==> src/rtl/sid_pipe_sched_pkg.sv <==
// Shared types and defaults for the multi-SID voice/filter pipeline scheduler.
package sid_pipe_sched_pkg;

  localparam int unsigned FILTER_STAGES = 8;
  localparam int unsigned VOICE_LAT     = 1;

  typedef enum logic {VIdle, VIssue} v_state_e;

  typedef enum logic [1:0] {FIdle, FRun, FDone} f_state_e;

  // SID fields sized for the largest supported configuration (4 cores).
  typedef struct packed {
    logic       v_issue;
    logic [1:0] v_sid;
    logic [1:0] v_no;
    logic       v_cap;
    logic [1:0] v_cap_sid;
    logic [1:0] v_cap_no;
    logic       f_load;
    logic [1:0] f_sid;
    logic [2:0] f_stage;
    logic       f_active;
    logic       f_done;
    logic [1:0] f_done_sid;
  } pipe_sched_o_t;

  function automatic logic [1:0] lowest_idx(input logic [3:0] mask);
    lowest_idx = 2'd0;
    for (int i = 3; i >= 0; i--) begin
      if (mask[i]) lowest_idx = 2'(i);
    end
  endfunction

endpackage

==> src/rtl/sid_pipe_sched_filter_arb.sv <==
// Filter pipeline arbiter: pending mask, lowest-index grant, stage counter and
// per-SID / per-frame completion strobes.
module sid_filter_arb #(
  parameter int unsigned NSID          = 2,
  parameter int unsigned FILTER_STAGES = 8,
  parameter int unsigned SIDW          = 1
) (
  input  logic            clk_i,
  input  logic            rst_i,
  input  logic [NSID-1:0] req_i,
  output logic            f_load_o,
  output logic [SIDW-1:0] f_sid_o,
  output logic [2:0]      f_stage_o,
  output logic            f_active_o,
  output logic            f_done_o,
  output logic [SIDW-1:0] f_done_sid_o,
  output logic            frame_done_o
);
  import sid_pipe_sched_pkg::*;

  f_state_e        state_q, state_d;
  logic [SIDW-1:0] sid_q, sid_d;
  logic [2:0]      stage_q, stage_d;
  logic [NSID-1:0] pend_q, pend_d, gmask;
  logic [1:0]      cnt_q, cnt_d;
  logic [1:0]      gidx;
  logic            grant;

  always_comb begin
    state_d      = state_q;
    sid_d        = sid_q;
    stage_d      = stage_q;
    cnt_d        = cnt_q;
    grant        = 1'b0;
    f_load_o     = 1'b0;
    f_sid_o      = '0;
    f_stage_o    = 3'd0;
    f_active_o   = 1'b0;
    f_done_o     = 1'b0;
    f_done_sid_o = '0;
    frame_done_o = 1'b0;
    gidx         = lowest_idx(4'(pend_q));

    unique case (state_q)
      FRun: begin
        f_active_o = 1'b1;
        f_sid_o    = sid_q;
        f_stage_o  = stage_q;
        if (stage_q == 3'(FILTER_STAGES - 1)) state_d = FDone;
        else                                   stage_d = stage_q + 3'd1;
      end
      FDone: begin
        f_done_o     = 1'b1;
        f_done_sid_o = sid_q;
        state_d      = FIdle;
        if (cnt_q == 2'(NSID - 1)) begin
          frame_done_o = 1'b1;
          cnt_d        = 2'd0;
        end else begin
          cnt_d = cnt_q + 2'd1;
        end
        grant = |pend_q;
      end
      default: grant = |pend_q;
    endcase

    // A grant overrides the idle/done outputs so filter slots run back-to-back.
    if (grant) begin
      f_load_o   = 1'b1;
      f_active_o = 1'b1;
      f_stage_o  = 3'd0;
      f_sid_o    = gidx[SIDW-1:0];
      sid_d      = gidx[SIDW-1:0];
      if (FILTER_STAGES == 1) begin
        state_d = FDone;
      end else begin
        state_d = FRun;
        stage_d = 3'd1;
      end
    end

    for (int k = 0; k < NSID; k++) gmask[k] = grant && (gidx == 2'(k));
    pend_d = (pend_q & ~gmask) | req_i;
  end

  always_ff @(posedge clk_i or posedge rst_i) begin
    if (rst_i) begin
      state_q <= FIdle;
      sid_q   <= '0;
      stage_q <= 3'd0;
      pend_q  <= '0;
      cnt_q   <= 2'd0;
    end else begin
      state_q <= state_d;
      sid_q   <= sid_d;
      stage_q <= stage_d;
      pend_q  <= pend_d;
      cnt_q   <= cnt_d;
    end
  end

endmodule

==> src/rtl/sid_pipe_sched.sv <==
// Central scheduler for the shared voice and filter pipelines: voice issue FSM,
// capture delay line, and the filter arbiter.
module sid_pipe_sched #(
  parameter int unsigned NSID          = 2,
  parameter int unsigned NVOICE        = 3,
  parameter int unsigned VOICE_LAT     = sid_pipe_sched_pkg::VOICE_LAT,
  parameter int unsigned FILTER_STAGES = sid_pipe_sched_pkg::FILTER_STAGES,
  parameter int unsigned SIDW          = (NSID > 1) ? $clog2(NSID) : 1
) (
  input  logic            clk_i,
  input  logic            rst_i,
  input  logic            start_i,
  input  logic            overrun_clr_i,
  output logic            busy_o,
  output logic            v_issue_o,
  output logic [SIDW-1:0] v_sid_o,
  output logic [1:0]      v_no_o,
  output logic            v_cap_o,
  output logic [SIDW-1:0] v_cap_sid_o,
  output logic [1:0]      v_cap_no_o,
  output logic            f_load_o,
  output logic [SIDW-1:0] f_sid_o,
  output logic [2:0]      f_stage_o,
  output logic            f_active_o,
  output logic            f_done_o,
  output logic [SIDW-1:0] f_done_sid_o,
  output logic            frame_done_o,
  output logic            overrun_o
);
  import sid_pipe_sched_pkg::*;

  v_state_e        vst_q, vst_d;
  logic [SIDW-1:0] vsid_q, vsid_d;
  logic [1:0]      vno_q, vno_d;
  logic            busy_q, busy_d;
  logic            ovr_q, ovr_d;
  logic            accept, frame_done;
  logic [NSID-1:0] req;

  logic [VOICE_LAT-1:0] cap_v_q;
  logic [SIDW-1:0]      cap_sid_q [VOICE_LAT];
  logic [1:0]           cap_no_q  [VOICE_LAT];

  assign accept = start_i && !busy_q;

  always_comb begin
    vst_d  = vst_q;
    vsid_d = vsid_q;
    vno_d  = vno_q;
    busy_d = busy_q;
    ovr_d  = ovr_q;

    unique case (vst_q)
      VIssue: begin
        if (vno_q == 2'(NVOICE - 1)) begin
          vno_d = 2'd0;
          // Explicit return to zero: SID field need not be a power of two.
          if (vsid_q == SIDW'(NSID - 1)) begin
            vsid_d = '0;
            vst_d  = VIdle;
          end else begin
            vsid_d = vsid_q + SIDW'(1);
          end
        end else begin
          vno_d = vno_q + 2'd1;
        end
      end
      default: if (accept) vst_d = VIssue;
    endcase

    if (accept)          busy_d = 1'b1;
    else if (frame_done) busy_d = 1'b0;

    if (overrun_clr_i)         ovr_d = 1'b0;
    if (start_i && busy_q)     ovr_d = 1'b1;
  end

  always_ff @(posedge clk_i or posedge rst_i) begin
    if (rst_i) begin
      vst_q  <= VIdle;
      vsid_q <= '0;
      vno_q  <= 2'd0;
      busy_q <= 1'b0;
      ovr_q  <= 1'b0;
      for (int i = 0; i < VOICE_LAT; i++) begin
        cap_v_q[i]   <= 1'b0;
        cap_sid_q[i] <= '0;
        cap_no_q[i]  <= 2'd0;
      end
    end else begin
      vst_q  <= vst_d;
      vsid_q <= vsid_d;
      vno_q  <= vno_d;
      busy_q <= busy_d;
      ovr_q  <= ovr_d;
      cap_v_q[0]   <= v_issue_o;
      cap_sid_q[0] <= v_sid_o;
      cap_no_q[0]  <= v_no_o;
      for (int i = 1; i < VOICE_LAT; i++) begin
        cap_v_q[i]   <= cap_v_q[i-1];
        cap_sid_q[i] <= cap_sid_q[i-1];
        cap_no_q[i]  <= cap_no_q[i-1];
      end
    end
  end

  assign v_issue_o   = (vst_q == VIssue);
  assign v_sid_o     = vsid_q;
  assign v_no_o      = vno_q;
  assign v_cap_o     = cap_v_q[VOICE_LAT-1];
  assign v_cap_sid_o = cap_sid_q[VOICE_LAT-1];
  assign v_cap_no_o  = cap_no_q[VOICE_LAT-1];
  assign busy_o      = busy_q;
  assign overrun_o   = ovr_q;
  assign frame_done_o = frame_done;

  // Last voice of a core leaving the voice pipeline raises its filter request.
  always_comb begin
    for (int k = 0; k < NSID; k++) begin
      req[k] = v_cap_o && (v_cap_no_o == 2'(NVOICE - 1)) && (v_cap_sid_o == SIDW'(k));
    end
  end

  sid_filter_arb #(
    .NSID          (NSID),
    .FILTER_STAGES (FILTER_STAGES),
    .SIDW          (SIDW)
  ) u_arb (
    .clk_i        (clk_i),
    .rst_i        (rst_i),
    .req_i        (req),
    .f_load_o     (f_load_o),
    .f_sid_o      (f_sid_o),
    .f_stage_o    (f_stage_o),
    .f_active_o   (f_active_o),
    .f_done_o     (f_done_o),
    .f_done_sid_o (f_done_sid_o),
    .frame_done_o (frame_done)
  );

endmodule

==> config.mk <==
export PLATFORM = sky130hd
export DESIGN_NAME = sid_pipe_sched
export DESIGN_NICKNAME = d
export VERILOG_FILES = /design/src/rtl/sid_pipe_sched_pkg.sv /design/src/rtl/sid_pipe_sched_filter_arb.sv /design/src/rtl/sid_pipe_sched.sv
export SDC_FILE = /design/constraint.sdc
export NUM_CORES = 1
export LEC_CHECK = 0
export CAP_MARGIN = 10
export CORE_UTILIZATION = 44
export CTS_CLUSTER_SIZE = 28
export DETAILED_ROUTE_END_ITERATION = 12
export HOLD_SLACK_MARGIN = 0.15
export PLACE_DENSITY = 0.74
export SLEW_MARGIN = 20
export SYNTH_ARGS = -nofsm -noshare
export SYNTH_HDL_FRONTEND = slang
export SYNTH_HIERARCHICAL = 1
export SYNTH_SLANG_ARGS = --single-unit
==> constraint.sdc <==
create_clock -name clk_i -period 1.65 [get_ports clk_i]
set_input_delay 0.2475 -clock clk_i [delete_from_list [all_inputs] [get_ports clk_i]]
set_output_delay 0.2475 -clock clk_i [all_outputs]
set_load 0.01 [all_outputs]
==> results.md, run 1 <==
- Outcome: complete, no violations
- CTS H-tree depth: 1
- Vias per cell: 4.77
- Total GRT Usage: 17.1%
- Sequential cell area fraction in the yosys report: 58.6%
- Mapped cell area: 855 um^2
- Main combinational cell family by area after synthesis: simple AND/OR/NAND/NOR gates
- Num CTS Buffers: 3
- Antenna Nets Post-Route: 0
- Nets@finish: 118
- Port bufs: 22
- Setup ws final: 0.0464 ns
- Clock Sinks: 20
- Clock network power share: 11.6%
- XOR/XNOR Fraction of Synth Area: 2.05%
- Register bit count reported by yosys: 20
- Synth Warn #: 6
- Net Sw Power: 817 uW
- Period utilization: 97.2%
- Fmax: 624 MHz
- Max Slew Vio Count: 0
- Routed wire length: 1570 um
- Syn_area_per_cell: 11.2 um^2
- N_diodes: 0
- DPL Wire Length: 1150 um
- Clk slew on worst S/H paths: 0.11 ns
- Area Growth Syn to Fin: 40.3%
- Unrepaired setup endpoints after global routing: true
- Synth top area cells: dfrtp_1 59%, mux2i_1 4.7%, and2_1 3.7%, nand2_1 3.1%, ha_1 2.9%
- CP max FO: 4
- Count of cell types in the netlist: 22
- Placed Cells: 126
- Global placer's final weighted congestion: 0.797
- Root Buffer: clkbuf_4
- Synth Area in Adders: 2.93%
- Synth Area in Simple Gates: 19.3%
- Comb pwr share: 50.7%
- Maxcap violations: 0
- Dpl ws: -0.0190 ns
- Final setup fails: 0
- Post-Syn Nets: 82
- Hold Crit Class: in2async
- Tmin final: 1.60 ns
- Starting Density: 48.4%
- Hold_ws: 0.235 ns
- Int Pwr: 1530 uW
- Die area: 2120 um^2
- Crit path launch type: register
- Total grt overflow: 0
- Slew HR: 73.4%
- CTS Buffer Depth: 2
- Clk Latency, worst-skew pair: 0.29 ns
- Vias in the first global route: 611
- Worst-Margin Slew: 0.398 ns
- 1st-iter DRT viols: 3
- Largest net degree at the start of global routing: 12
- Remaining DRCs: 0
- Die height: 46.1 um
- Global-route wire length before repair: 2520 um
- Pre-antenna DRT Iters: 3
- Routed len/inst: 11.6 um
- Req. time, crit path: 1.40 ns
- Mapped Cells: 76
- CTS tree: built
- Core ar.: 1760 um^2
- Setup crit end kind: output port
- Seq pwr share: 37.7%
- Worst VDD drop: 1010 uV
- Core Rows: 15
- Post-synthesis mux area share: 6.44%
- Top Ports: 23
- Post-synth top area share: 58.6%
- Leakage: 0.000588 uW
- WS Path Type: reg2out
- Vias post-DR: 649
- Clock Skews: 0.00784 ns
- Layout cells sized above 1: 25.2%
- Final hold violations: 0
- PD cells: 1960 nW/um^2
- Power Total: 2350 uW
- Post-route insts no fill: 136
- Compound-Gate Fraction of Synth Area: 7.61%
- Sw Ratio: 34.7%
- Yosys top cell by area: dfrtp_1
- Setup TNS: 0 ns
- Die Width: 46.1 um
- Antenna violations before repair: 0
- Critical Path AT: 1.36 ns
==> registers in the layout, indices dropped and copies added (netlist names), 2 cells and up <==
| name | cells |
|---|---|
| v_cap_no_o | 2 |
| u_arb/state_q | 2 |
| u_arb/cnt_q | 2 |
| v_no_o | 2 |
| u_arb/pend_q | 2 |
| u_arb/stage_q | 3 |
==> worst max-delay path, stage by stage (launching register included) <==
cell	delay [ns]
dfrtp_2	0.45
buf_6	0.13
nor2b_4	0.14
buf_6	0.12
and2_1	0.11
buf_2	0.12
==> metrics by stage <==
step / utilization, % / cell area, um^2
after floorplan: - / 855
after global placement: 63.8 / 1120
after detailed placement: 63.8 / 1120
after CTS: 67.4 / 1190
after global routing: 67.9 / 1200
final: 67.9 / 1200
==> worst paths after layout <==
kind,startpoint,end,slack [ns],depth (start not counted)
max in group asynchronous,rst_i,u_arb/state_q[1]$_DFFE_PP0P_,1.10,2
max,u_arb/state_q[1]$_DFFE_PP0P_,f_stage_o[1],0.05,5
min reg2reg,v_sid_o$_DFFE_PP0P_,v_cap_sid_o$_DFF_PP0_,0.46,0
max reg2reg,u_arb/state_q[0]$_DFFE_PP0P_,u_arb/stage_q[1]$_DFFE_PP0P_,0.13,6
min in group clk_i,v_sid_o$_DFFE_PP0P_,v_cap_sid_o$_DFF_PP0_,0.46,0
min,rst_i,overrun_o$_DFFE_PP0P_,0.23,2
==> routing by layer <==
layer  share of wire (%)  track usage, %  vias to the layer above
met5                   0               0                        -
met4                   0            7.06                        0
met3                 3.2            2.35                        0
met2                  50            28.2                       15
met1                  47            22.7                      308
li1                    -               -                      326
==> cells in the mapped netlist <==
cell and count:
mux2i_1 4, xor2_1 1, nor3b_1 1, mux2_4 1
buf_6 1, dfrtp_1 20, a21o_1 1, nand2b_1 2
nor2_1 6, a21oi_1 4, ha_1 2, or3b_1 1
inv_1 4, xnor2_1 1, nand3b_1 3, nor2b_1 3
o21ai_0 4, nand2_1 7, nor3_1 2, nand3_1 1
and2_1 5, a22o_1 2
==> power groups by stage <==
stage / Combinational [uW] / Clock, uW / Sequential (uW)
after global placement: 1060 / 0 / 883
after detailed placement: 1080 / 0 / 887
final: 1190 / 272 / 887
after global routing: 1300 / 296 / 921
after CTS: 1140 / 285 / 882
after floorplan: 545 / 0 / 895
==> cell families (layout without fill, tap and decap cells) <==
| group | count (synthesis) | count (layout) |
|---|---|---|
| adder cells (fa/ha/maj) | 2 | 2 |
| flip-flops | 20 | 20 |
| AND/OR/NAND/NOR | 31 | 31 |
| AO/OA/AOI/OAI | 11 | 11 |
| XOR/XNOR | 2 | 2 |
| buffers and inverters | 5 | 40 |
| multiplexers | 5 | 5 |
==> area by class of cell <==
type	count	area (um^2)
Multi-Input combinational cell	51	345
Tap cell	25	31.3
Sequential cell	20	504
Timing Repair Buffer	32	267
Clock buffer	4	36.3
Fill cell	141	566
Inverter	4	15.0
==> cells in the final DEF (no fill, tap or decap), types with 2 or more instances in the layout <==
cell type	n
clkbuf_4	3
inv_1	4
nand2_1	7
clkbuf_2	3
mux2i_1	4
dfrtp_2	3
nor3_1	2
a22o_1	2
o21ai_0	4
buf_6	2
nand3b_1	3
clkdlybuf4s50_1	13
buf_2	4
and2_1	5
a21oi_1	4
nor2_1	6
buf_4	8
dfrtp_1	17
ha_1	2
==> timing repair <==
item,in CTS,in global routing
setup endpoints to repair,9,7
buffers inserted,4,2
resized for setup,30,7
hold buffers,0,0
Power figures use the tool's default switching activity.
==> run 2: changes to the inputs <==
--- a/config.mk
+++ b/config.mk
@@ -6,6 +6,8 @@
 export NUM_CORES = 1
 export LEC_CHECK = 0
 export CAP_MARGIN = 10
+export CORE_ASPECT_RATIO = 0.75
+export CORE_MARGIN = 4
 export CORE_UTILIZATION = 44
 export CTS_CLUSTER_SIZE = 28
 export DETAILED_ROUTE_END_ITERATION = 12
==> run 2 against run 1 <==
  * Non-clock buffer count did not move
  * Register-to-register slack got worse by 0.06 ns
  * Clock-buffer cell count fell by 1
  * Cell area rose by 1.4%
  * Largest cell class unchanged
==> results.md, run 2 (same netlist as run 1, synthesis figures left out) <==
- Unrepaired setup endpoints after global routing: false (was true)
- Power Total: 2480 uW (was 2350 uW)
- Max Slew Vio Count: 0 (unchanged)
- 1st-iter DRT viols: 9 (was 3)
- Pre-antenna DRT Iters: 4 (was 3)
- Fmax: 630 MHz (was 624 MHz)
- Setup TNS: 0 ns (unchanged)
- Global placer's final weighted congestion: 0.721 (was 0.797)
- Total grt overflow: 0 (unchanged)
- Final setup fails: 0 (unchanged)
- Num CTS Buffers: 3 (unchanged)
- Worst path bufs/invs: 1 (was 3)
- PD cells: 2040 nW/um^2 (was 1960 nW/um^2)
- Vias in the first global route: 624 (was 611)
- Most frequent cells in the layout: 16 x dfrtp_1, 13 x clkdlybuf4s50_1, 10 x buf_4, 7 x nand2_1 (was 17 x dfrtp_1, 13 x clkdlybuf4s50_1, 8 x buf_4, 7 x nand2_1, 6 x nor2_1)
- Antenna violations before repair: 0 (unchanged)
- Setup crit end kind: output port (unchanged)
- RR Startpoint: u_arb/state_q[1]$_DFFE_PP0P_ (was u_arb/state_q[0]$_DFFE_PP0P_)
- Slew HR: 74.1% (was 73.4%)
- CP max FO: 6 (was 4)
- Clk slew on worst S/H paths: 0.12 ns (was 0.11 ns)
- Hold buffers post-CTS: 0 (unchanged)
- Port bufs: 22 (unchanged)
- Core Rows: 13 (was 15)
- Util after Layout: 67.9% (about the same)
- Root Buffer: clkbuf_4 (unchanged)
- Leakage: 0.000597 uW (was 0.000588 uW)
- Vias post-DR: 640 (was 649)
- WS Path Type: reg2out (unchanged)
- Critical Path AT: 1.34 ns (was 1.36 ns)
- Crit path launch type: register (unchanged)
- Tmin final: 1.59 ns (was 1.60 ns)
- Top reg by flops: u_arb/stage_q (unchanged)
- Routed wire length: 1640 um (was 1570 um)
- Starting Density: 47.8% (was 48.4%)
- Area Growth Syn to Fin: 42.2% (was 40.3%)
- CTS tree: built (unchanged)
- Final hold violations: 0 (unchanged)
- Total GRT Usage: 14.6% (was 17.1%)
- Outcome: complete, no violations (unchanged)
- Clock Skews: 0.00729 ns (was 0.00784 ns)
- Die area: 2720 um^2 (was 2120 um^2)
- Global-route wire length before repair: 2760 um (was 2520 um)
- Largest net degree at the start of global routing: 13 (was 12)
- DPL Wire Length: 1220 um (was 1150 um)
- Commonest non-fill, non-tap cell in the layout: dfrtp_1 (unchanged)
- Hold Crit Class: in2async (unchanged)
- R2R setup slack: 0.07 ns (was 0.13 ns)
- Maxcap violations: 0 (unchanged)
- Remaining DRCs: 0 (unchanged)
- Family with the most delay on the worst path: buffers and inverters (was flip-flops)
- Worst VDD drop: 1130 uV (was 1010 uV)
- Layout cells sized above 1: 26.1% (was 25.2%)
- Core ar.: 1790 um^2 (was 1760 um^2)
- Die Width: 58.9 um (was 46.1 um)
- Cell Chain, Critical Path: clkdlybuf4s50_1 (was buf_6 -> nor2b_4 -> buf_6 -> and2_1 -> buf_2)
- Reg2reg end: u_arb/stage_q[1]$_DFFE_PP0P_ (unchanged)
- Req. time, crit path: 1.40 ns (about the same)
- R2R depth: 6 (unchanged)
- Worst-Margin Slew: 0.388 ns (was 0.398 ns)
- Nets@finish: 118 (unchanged)
- Period utilization: 96.1% (was 97.2%)
- Worst-path cell with the longest stage delay: clkdlybuf4s50_1 (was dfrtp_2)
- Die height: 46.2 um (was 46.1 um)
- Worst Setup SP: v_no_o[1]$_DFFE_PP0P_ (was u_arb/state_q[1]$_DFFE_PP0P_)
- Top Ports: 23 (unchanged)
- CP Capture Point: v_no_o[1] (was f_stage_o[1])
- CTS H-tree depth: 1 (unchanged)
- Clock Sinks: 20 (unchanged)
- Worst stage delay on the critical path: 0.58 ns (was 0.45 ns)
- CTS Buffer Depth: 2 (unchanged)
- N_diodes: 0 (unchanged)
- Clk Latency, worst-skew pair: 0.30 ns (was 0.29 ns)
- Routed len/inst: 12.4 um (was 11.6 um)
- Vias per cell: 4.81 (was 4.77)
- Dpl ws: -0.00586 ns (was -0.0190 ns)
- Setup ws final: 0.0639 ns (was 0.0464 ns)
- Crit path depth: 1 (was 5)
- Max reg flops: 3 (unchanged)
- Antenna Nets Post-Route: 0 (unchanged)
- Hold_ws: 0.243 ns (was 0.235 ns)
==> run 2: cell types whose count changed in the layout (fill, tap and decap cells not counted), sizes merged <==
cell | before | now
clkdlybuf4s15 | 1 | 0
buf | 14 | 12
bufinv | 0 | 1
dlygate4sd2 | 1 | 3
==> run 2: final cells by class <==
type,count,area (um^2)
Sequential cell,20,505
Multi-Input combinational cell,51,353
Timing Repair Buffer,32,262
Inverter,4,15.0
Fill cell,152,574
Tap cell,22,27.5
Clock buffer,3,22.5
Clock inverter,1,30.0
==> run 2: worst min path at each step <==
stage | startpoint | endpoint | slack (ns) | cells past startpoint
finish | rst_i | u_arb/stage_q[2]$_DFFE_PP0P_ | 0.24 | 2
global route | rst_i | v_cap_o$_DFF_PP0_ | 0.25 | 2
CTS | rst_i | u_arb/stage_q[2]$_DFFE_PP0P_ | 0.24 | 2
global placement | v_sid_o$_DFFE_PP0P_ | v_cap_sid_o$_DFF_PP0_ | 0.45 | 0
detailed placement | v_sid_o$_DFFE_PP0P_ | v_cap_sid_o$_DFF_PP0_ | 0.45 | 0
floorplan | rst_i | busy_o$_DFFE_PP0P_ | 0.09 | 1
==> run 2: routing by layer <==
layer	vias to the layer above	global-route usage, %	wire length, um
li1	323	-	-
met1	302	16.8	763
met2	13	23.6	769
met3	2	6.16	95
met4	0	7.24	15
met5	-	0	0
==> run 2: through the flow <==
| stage | instance area, um^2 | instances |
|---|---|---|
| CTS | 1240 | 133 |
| finish | 1210 | 133 |
| detailed placement | 1120 | 123 |
| global placement | 1120 | 123 |
| global route | 1210 | 133 |
| floorplan | 855 | 76 |
==> run 2: timing repair <==
item / in CTS / in global routing
gates resized for setup: 24 / 10
gates cloned: 0 / 0
pin swaps: 0 / 1
buffers inserted: 6 / 0
setup endpoints to repair: 9 / 9
==> run 2: power by group <==
part / switching, uW / internal [uW]
combinational: 474 / 706
sequential: 205 / 694
clock: 151 / 246
total: 830 / 1650
==> run 3: changes to the inputs <==
--- a/config.mk
+++ b/config.mk
@@ -9,6 +9,7 @@
 export CORE_ASPECT_RATIO = 0.75
 export CORE_MARGIN = 4
 export CORE_UTILIZATION = 44
+export CTS_CLUSTER_DIAMETER = 80
 export CTS_CLUSTER_SIZE = 28
 export DETAILED_ROUTE_END_ITERATION = 12
 export HOLD_SLACK_MARGIN = 0.15
==> results of run 3 <==
The final DEF is identical to that of run 2; final timing and power are the same.
